## src/rtl/fft_frame_ctrl_pkg.sv

```systemverilog
// Shared types and defaults for the FFT frame sequencer.
// Imported by the ping-pong capture buffer and the controller.
package fft_ctrl_pkg;

  typedef enum logic [2:0] {
    IDLE,
    START,
    WAIT_DONE,
    SETTLE,
    PRESENT
  } state_t;

  localparam int WIDTH_DEF     = 18;
  localparam int N_DEF         = 16;
  localparam int MAG_DELAY_DEF = 2;
  localparam int TIMEOUT_DEF   = 64;
  localparam int CNT_W         = 16;

  function automatic logic [CNT_W-1:0] sat_inc(
    input logic [CNT_W-1:0] v
  );
    return (v == '1) ? v : v + CNT_W'(1);
  endfunction

endpackage

```

## src/rtl/fft_frame_ctrl_pingpong.sv

```systemverilog
// Two-bank sample capture with lock/release for the FFT.
// Writes spill into the free bank on the fill-completion edge.
module sample_pingpong
  import fft_ctrl_pkg::*;
#(
  parameter int WIDTH = WIDTH_DEF,
  parameter int N     = N_DEF
) (
  input  logic               clk,
  input  logic               rst,
  input  logic [WIDTH-1:0]   sample_in,
  input  logic               sample_valid,
  input  logic               lock_i,
  input  logic               release_i,
  output logic               pending_o,
  output logic               drop_o,
  output logic [N*WIDTH-1:0] frame_o
);

  localparam int PW = (N > 1) ? $clog2(N) : 1;

  logic [WIDTH-1:0] bank_q [2][N];
  logic [PW-1:0]    wr_ptr_q, wr_ptr_d;
  logic             wr_bank_q, wr_bank_d;
  logic [1:0]       full_q, full_d;
  logic             lk_bank_q, lk_bank_d;
  logic             locked_q, locked_d;
  logic             wr_en;
  logic             last;

  // The effective write bank is the post-swap bank, so a sample
  // arriving on the swap cycle lands at index 0 of the new bank.
  always_comb begin
    wr_bank_d = wr_bank_q;
    if (full_q[wr_bank_q] && !full_q[~wr_bank_q])
      wr_bank_d = ~wr_bank_q;
    wr_en     = sample_valid && !full_q[wr_bank_d];
    drop_o    = sample_valid && !wr_en;
    last      = (wr_ptr_q == PW'(N-1));
    wr_ptr_d  = wr_ptr_q;
    full_d    = full_q;
    locked_d  = locked_q;
    lk_bank_d = lk_bank_q;
    if (wr_en) begin
      wr_ptr_d = last ? '0 : wr_ptr_q + PW'(1);
      if (last)
        full_d[wr_bank_d] = 1'b1;
    end
    if (lock_i) begin
      locked_d  = 1'b1;
      lk_bank_d = ~wr_bank_q;
    end
    if (release_i) begin
      locked_d          = 1'b0;
      full_d[lk_bank_q] = 1'b0;
    end
  end

  assign pending_o = full_q[~wr_bank_q] && !locked_q;

  always_ff @(posedge clk or posedge rst) begin
    if (rst) begin
      wr_ptr_q  <= '0;
      wr_bank_q <= 1'b0;
      full_q    <= '0;
      lk_bank_q <= 1'b0;
      locked_q  <= 1'b0;
      for (int b = 0; b < 2; b++)
        for (int i = 0; i < N; i++)
          bank_q[b][i] <= '0;
    end else begin
      wr_ptr_q  <= wr_ptr_d;
      wr_bank_q <= wr_bank_d;
      full_q    <= full_d;
      lk_bank_q <= lk_bank_d;
      locked_q  <= locked_d;
      if (wr_en)
        bank_q[wr_bank_d][wr_ptr_q] <= sample_in;
    end
  end

  always_comb begin
    frame_o = '0;
    for (int i = 0; i < N; i++)
      frame_o[i*WIDTH +: WIDTH] = bank_q[lk_bank_q][i];
  end

endmodule

```

## src/rtl/fft_frame_ctrl.sv

```systemverilog
// Frame sequencer: locks captured frames, drives the FFT,
// and hands registered magnitudes to the visualizer.
module fft_frame_ctrl
  import fft_ctrl_pkg::*;
#(
  parameter int WIDTH     = WIDTH_DEF,
  parameter int N         = N_DEF,
  parameter int MAG_DELAY = MAG_DELAY_DEF,
  parameter int TIMEOUT   = TIMEOUT_DEF
) (
  input  logic                   clk,
  input  logic                   rst,
  input  logic [WIDTH-1:0]       sample_in,
  input  logic                   sample_valid,
  output logic                   fft_start,
  input  logic                   fft_done,
  output logic [N*WIDTH-1:0]     fft_samples,
  input  logic [N*(WIDTH+1)-1:0] fft_mag,
  output logic [N*(WIDTH+1)-1:0] mag_out,
  output logic                   mag_valid,
  input  logic                   mag_ready,
  output logic                   overrun,
  output logic                   fft_error,
  output logic [CNT_W-1:0]       frame_count,
  output logic [CNT_W-1:0]       drop_count
);

  localparam int TW = (TIMEOUT > 1) ? $clog2(TIMEOUT) : 1;
  localparam int CW = $clog2(MAG_DELAY + 1);

  state_t                 state_q, state_d;
  logic [TW-1:0]          timer_q, timer_d;
  logic [CW-1:0]          cnt_q, cnt_d;
  logic [N*(WIDTH+1)-1:0] mag_q;
  logic [CNT_W-1:0]       frm_q, drop_q;
  logic                   err_q, err_d;
  logic                   pending, drop;
  logic                   lock, rel, cap, hs;

  sample_pingpong #(
    .WIDTH (WIDTH),
    .N     (N)
  ) u_pp (
    .clk          (clk),
    .rst          (rst),
    .sample_in    (sample_in),
    .sample_valid (sample_valid),
    .lock_i       (lock),
    .release_i    (rel),
    .pending_o    (pending),
    .drop_o       (drop),
    .frame_o      (fft_samples)
  );

  always_comb begin
    state_d = state_q;
    timer_d = timer_q;
    cnt_d   = cnt_q;
    err_d   = 1'b0;
    lock    = 1'b0;
    rel     = 1'b0;
    cap     = 1'b0;
    hs      = 1'b0;
    unique case (state_q)
      IDLE: begin
        if (pending) begin
          lock    = 1'b1;
          state_d = START;
        end
      end
      START: begin
        timer_d = '0;
        state_d = WAIT_DONE;
      end
      WAIT_DONE: begin
        if (fft_done) begin
          cnt_d   = CW'(MAG_DELAY);
          state_d = SETTLE;
        end else if (timer_q == TW'(TIMEOUT-1)) begin
          // Abort: the locked frame is discarded.
          err_d   = 1'b1;
          rel     = 1'b1;
          state_d = IDLE;
        end else begin
          timer_d = timer_q + TW'(1);
        end
      end
      SETTLE: begin
        if (cnt_q == CW'(1)) begin
          cap     = 1'b1;
          rel     = 1'b1;
          state_d = PRESENT;
        end else begin
          cnt_d = cnt_q - CW'(1);
        end
      end
      PRESENT: begin
        if (mag_ready) begin
          hs      = 1'b1;
          state_d = IDLE;
        end
      end
      default: state_d = IDLE;
    endcase
  end

  always_ff @(posedge clk or posedge rst) begin
    if (rst) begin
      state_q <= IDLE;
      timer_q <= '0;
      cnt_q   <= '0;
      err_q   <= 1'b0;
      mag_q   <= '0;
      frm_q   <= '0;
      drop_q  <= '0;
    end else begin
      state_q <= state_d;
      timer_q <= timer_d;
      cnt_q   <= cnt_d;
      err_q   <= err_d;
      if (cap)
        mag_q <= fft_mag;
      if (hs)
        frm_q <= frm_q + CNT_W'(1);
      if (drop)
        drop_q <= sat_inc(drop_q);
    end
  end

  assign fft_start   = (state_q == START);
  assign mag_valid   = (state_q == PRESENT);
  assign mag_out     = mag_q;
  assign overrun     = drop;
  assign fft_error   = err_q;
  assign frame_count = frm_q;
  assign drop_count  = drop_q;

endmodule

```

## config.mk

```make
export PLATFORM = sky130hd
export DESIGN_NAME = fft_frame_ctrl
export DESIGN_NICKNAME = d
export VERILOG_FILES = /design/src/rtl/fft_frame_ctrl_pkg.sv /design/src/rtl/fft_frame_ctrl_pingpong.sv /design/src/rtl/fft_frame_ctrl.sv
export SDC_FILE = /design/constraint.sdc
export NUM_CORES = 2
export LEC_CHECK = 0
export BUFFER_PORTS_ARGS = -buffer_cell sky130_fd_sc_hd__buf_2
export CAP_MARGIN = 30
export CELL_PAD_IN_SITES_DETAIL_PLACEMENT = 1
export CELL_PAD_IN_SITES_GLOBAL_PLACEMENT = 1
export CORE_AREA = 5 5 369 371
export CTS_BUF_LIST = sky130_fd_sc_hd__clkbuf_8
export DETAILED_ROUTE_END_ITERATION = 10
export DIE_AREA = 0 0 374 376
export PLACE_DENSITY = 0.63
export SETUP_SLACK_MARGIN = 0.1
export SKIP_LAST_GASP = 1
export SYNTH_ARGS = -nofsm -noshare
export SYNTH_HDL_FRONTEND = slang
export SYNTH_SLANG_ARGS = --single-unit
```

## constraint.sdc

```tcl
create_clock -name clk -period 28 [get_ports clk]
set_input_delay 4.2 -clock clk [delete_from_list [all_inputs] [get_ports clk]]
set_output_delay 4.2 -clock clk [all_outputs]
set_load 0.02 [all_outputs]
```

Word level (Yosys, flattened, before mapping)
Cells that the tools add are included.
{"block": "totals", "ff_bits": 933, "latch_bits": 0, "mem_bits_rw": 0, "rom_bits": 0, "inputBits": 327, "output_inout_bits": 628, "elab_cells": 151, "mem_count": 0}
{"block": "op_classes", "add_sub_neg": 5, "mul": 0, "div": 0, "n_lt_le_gt_ge": 11, "eq_ne": 16, "n_shift": 0, "muxes": 47, "bitwise_logic": 8, "n_reduce_logical": 20}
{"op": "2-to-1 mux 288 bit", "n": 4}
{"op": "bitwise mux 576 bit", "n": 1}
{"op": "demux 288 bit (select 1 bit)", "n": 1}
{"op": "demux 18 bit (select 4 bit)", "n": 1}
{"op": "adder 16 x 1 -> 16 bit, second input constant", "n": 2}
{"op": "2-to-1 mux 1 bit", "n": 20}
{"op": "2-to-1 mux 18 bit", "n": 1}
{"op": "== test 16 bit, second input constant", "n": 1}
{"op": "2-to-1 mux 3 bit", "n": 5}
{"op": "one-hot mux 3 bit (5 select lines)", "n": 1}
{"op": "2-to-1 mux 6 bit", "n": 2}
{"op": "!= test 2 bit, second input constant", "n": 6}
{"op": "one-hot mux 6 bit (2 select lines)", "n": 1}
{"op": "2-to-1 mux 2 bit", "n": 5}
{"op": "logical AND 1 bit", "n": 8}
{"op": "less-than comparator 1 x 2 -> 1 bit, second input constant", "n": 4}
{"op": "adder 6 x 1 -> 6 bit, second input constant", "n": 1}
{"op": "== test 3 x 2 -> 1 bit, second input constant", "n": 2}
{"op": "== test 6 bit, second input constant", "n": 1}
{"op": "AND reduction 3 bit", "n": 2}
{"op": "nonzero test 2 bit", "n": 3}
{"op": "greater-or-equal comparator 5 bit, second input constant", "n": 1}
{"op": "less-than comparator 5 x 1 -> 1 bit, second input constant", "n": 1}
{"op": "NOT 4 -> 5 bit", "n": 1}
{"op": "other kinds (24)", "n": 32}

Logic depth before layout (Yosys ltp)
{"block": "depth", "depth_word": 15, "depth_mapped": 9, "depth_no_buf": 6}

Hierarchy
Synthesis repeated with hierarchy kept, for this count alone.
{"block": "hier_totals", "cells_unflattened": 2520, "hier_area_um2": 40451.3}
{"mod": "sample_pingpong", "n_inst": 1, "cells_per_inst": 1660, "area_each_um2": 25993.7, "seq_area_each_um2": 14639.0}
{"mod": "fft_frame_ctrl", "n_inst": 1, "cells_per_inst": 860, "area_each_um2": 14457.6, "seq_area_each_um2": 8708.4}

Worst setup path before layout
OpenSTA, ideal clock, no wires.
{"block": "synth_timing", "path_type": "input to output", "from": "input port sample_valid", "to": "output port overrun", "arrival_ns": 4.582, "required_ns": 23.800, "slack_ns": 19.218, "cell_stages": 2, "path_buffers": 0, "path_cell_list": "nand3_1 -> inv_1"}
{"block": "synth_between", "elab_chain_len": 3}
{"item": "from (decl)", "line": "fft_frame_ctrl.sv:14", "text": "input logic sample_valid,"}
{"item": "logical AND 1 bit", "line": "fft_frame_ctrl_pingpong.sv:37", "text": "wr_en = sample_valid && !full_q[wr_bank_d];"}
{"item": "logical NOT 1 bit", "line": "fft_frame_ctrl_pingpong.sv:38", "text": "drop_o = sample_valid && !wr_en;"}
{"item": "logical AND 1 bit *", "line": "fft_frame_ctrl_pingpong.sv:38"}
{"item": "to (decl)", "line": "fft_frame_ctrl.sv:22", "text": "output logic overrun,"}
Mark *: on every way between the ends. The rest lies on a longest branch, timed or not.

Final worst setup path
Same ends and word-level chain as after synthesis.

==> flow_metrics.env <==
export IMPL_grt_max_degree=183
export IMPL_vias=28590
export IMPL_tns_ns=0
export IMPL_drv_cap=0
export IMPL_irDropWorstVdd_mv=0.06921
export IMPL_die_width_um=374
export IMPL_ios=955
export IMPL_ys_types=64
export IMPL_synth_warnings=0
export IMPL_clk_path_buf_depth=3
export IMPL_placementRows=134
export IMPL_drt_iter0_drc=1788
export IMPL_crit_path_end_kind="primary output"
export IMPL_min_to="mag_out[238]"
export IMPL_p_clk_share_pct=20.9
export IMPL_dr_pass1_iters=5
export IMPL_dp_cells=5695
export IMPL_tritoncts="done"
export IMPL_rsz0062_at_grt="false"
export IMPL_synth_cells=3143
export IMPL_grtUsageTotal_pct=23.52
export IMPL_combPwrFrac_pct=41.8
export IMPL_overflow=0
export IMPL_post_cts_buffers=0
export IMPL_crit_fanout=6
export IMPL_hold_slack_ns=0.4677
export IMPL_wirelength_um=168900
export IMPL_drive_above_1_share_pct=50.50
export IMPL_reg2reg_depth=7
export IMPL_arrival_ns=4.91
export IMPL_skew_ns=0.04950
export IMPL_period_share_pct=32.55
export IMPL_seqPwrFrac_pct=37.3
export IMPL_fmax_ghz=0.1097
export IMPL_fin_ws_ns=18.89
export IMPL_async_flop_share_pct=100.0
export IMPL_power_switching_uw=2628
export IMPL_route_antenna_remaining_nets=0
export IMPL_hold_class="register to register"
export IMPL_final_cell_mix="buf_2, nand2_1, dfrtp_1, mux2_2, clkbuf_8"
export IMPL_cts_resized=0
export IMPL_max_slew_margin_pct=34.44
export IMPL_core_area_mm2=0.1326
export IMPL_path_class="input pin to primary output"
export IMPL_final_area_mm2=0.04900
export IMPL_cts_hold_buf=0
export IMPL_area_delta_synth_final_pct=25.49
export IMPL_min_delay_start="mag_out[238]"
export IMPL_via_per_inst=4.760
export IMPL_worstPathRequired_ns=23.80
export IMPL_setup_violations=0
export IMPL_finalCriticalPeriod_ns=9.114
export IMPL_rr_startpoint="state_q[1]"
export IMPL_final_common_cell="buf_2"
export IMPL_dieArea_mm2=0.1406
export IMPL_cts_buffers=172
export IMPL_synthFlopType="dfrtp_1"
export IMPL_place_ws_ns=18.90
export IMPL_syn_nets=3478
export IMPL_grt_pass1_wl_um=236200
export IMPL_slew_viol_final=0
export IMPL_cts_root_buf="clkbuf_8"
export IMPL_synth_avg_cell_area_um2=12.42
export IMPL_ys_ff_latch=933
export IMPL_tightest_slew_ns=0.9834
export IMPL_die_h_um=376
export IMPL_insertion_delay_ns=0.89
export IMPL_cts_sink_count=933
export IMPL_r2r_setup_slack_ns=23.72
export IMPL_hold_depth=2
export IMPL_htreeDepth=4
export IMPL_fin_cells=6007
export IMPL_antenna_found_initial=73
export IMPL_netlist_area_mm2=0.03905
export IMPL_gp_congestion=0.9837
export IMPL_rr_endpoint="mag_out[61]"
export IMPL_clk_pin_slew_ns=0.06
export IMPL_grt_pass1_vias=30420
export IMPL_critPathLaunchType="input pin"
export IMPL_fin_nets=4439
export IMPL_start_util_pct=29.44
export IMPL_drc=0
export IMPL_switching_share_pct=42.13
export IMPL_outcome="finished, final reports clean"
export IMPL_p_leak_uw=0.02552
export IMPL_postPlaceCellArea_mm2=0.04550
export IMPL_wire_per_inst_um=28.12
export IMPL_io_buffers=954
export IMPL_internal_power_uw=3609
export IMPL_synth_enable_flop_cells=0
export IMPL_timing_hold_violations_final=0
export IMPL_synth_seq_area_share_pct=59.79
export IMPL_powerDensity_mw_per_mm2=127.3
export IMPL_dp_hpwl_um=127000
==> layout make-up <==
cell class              instances  area, um^2
diodes                         15       37.54
clock buffers                 204        2808
clock inverters                90       576.8
fillers                     14680       83620
inverters                      12       56.30
multi-input cells            2002       14840
flip-flops and latches        933       23350
well taps                    1768        2212
repair buffers                983        5122
==> registers in the layout, summed over array words and instances (netlist names) <==
name / flops
state_q: 3
cnt_q: 2
u_pp.wr_ptr_q: 4
frame_count: 16
u_pp.full_q: 2
u_pp.bank_q: 576
u_pp.locked_q: 1
timer_q: 6
fft_error: 1
drop_count: 16
u_pp.lk_bank_q: 1
u_pp.wr_bank_q: 1
mag_out: 304
==> stage by stage <==
| step | utilization [%] | power, uW |
|---|---|---|
| global placement | 34.29 | 4922 |
| global route | 36.93 | 6550 |
| CTS | 36.86 | 6313 |
| detailed placement | 34.31 | 4972 |
| floorplan | - | 3817 |
| finish | 36.95 | 6237 |
==> power groups by stage <==
stage          registers [uW]  logic [uW]  clock network, uW
5_1_grt                  2380        2760               1410
3_5_place_dp             2340        2630                  0
3_3_place_gp             2320        2600                  0
2_1_floorplan            2480        1340                  0
4_1_cts                  2320        2640               1350
6_report                 2330        2610               1300
==> synth_stat cells (all sizes together), types with 7 or more instances <==
master / instances / area share (%)
dfrtp: 933 / 60
nand4: 15 / 0.47
ha: 8 / 0.26
xor2: 18 / 0.40
a21oi: 11 / 0.14
mux2: 867 / 25
nand3: 23 / 0.35
nand2: 952 / 9.3
xnor2: 10 / 0.22
o21ai: 7 / 0.090
nor2: 15 / 0.19
clkbuf: 152 / 1.5
inv: 12 / 0.13
nor3: 13 / 0.21
buf: 44 / 0.67
==> critical path, stage by stage <==
cell and delay, ns:
buf_2 0.10, nand3_1 0.18, inv_1 0.22, buf_2 0.21
==> cells by family after synthesis <==
family,Yosys count,share of synthesized area [%]
XOR/XNOR,28,0.6280
AO/OA/AOI/OAI,45,0.7947
adder cells (fa/ha/maj),8,0.2564
flip-flops,933,59.79
buffers and inverters,208,2.269
multiplexers,868,25.12
AND/OR/NAND/NOR,1053,11.13
==> routing by layer <==
metal / vias up / wire length (um) / share of wire (%) / global-route usage (%)
li1: 12470 / - / - / -
met1: 14760 / 63960 / 38 / 26.37
met2: 932 / 83560 / 49 / 40.75
met3: 376 / 10470 / 6.2 / 6.458
met4: 60 / 10530 / 6.2 / 12.68
met5: - / 389 / 0.23 / 0
==> how the worst max path moves through the flow <==
stage / start / to / slack (ns) / cells past startpoint
6_report: sample_valid / overrun / 18.89 / 4
5_1_grt: sample_valid / overrun / 18.84 / 4
4_1_cts: u_pp.lk_bank_q / fft_samples[151] / 18.74 / 5
3_5_place_dp: sample_valid / overrun / 18.90 / 4
3_3_place_gp: sample_valid / overrun / 18.94 / 4
2_1_floorplan: rst / cnt_q[0] / 10.96 / 1
Power figures use the tool's default switching activity.
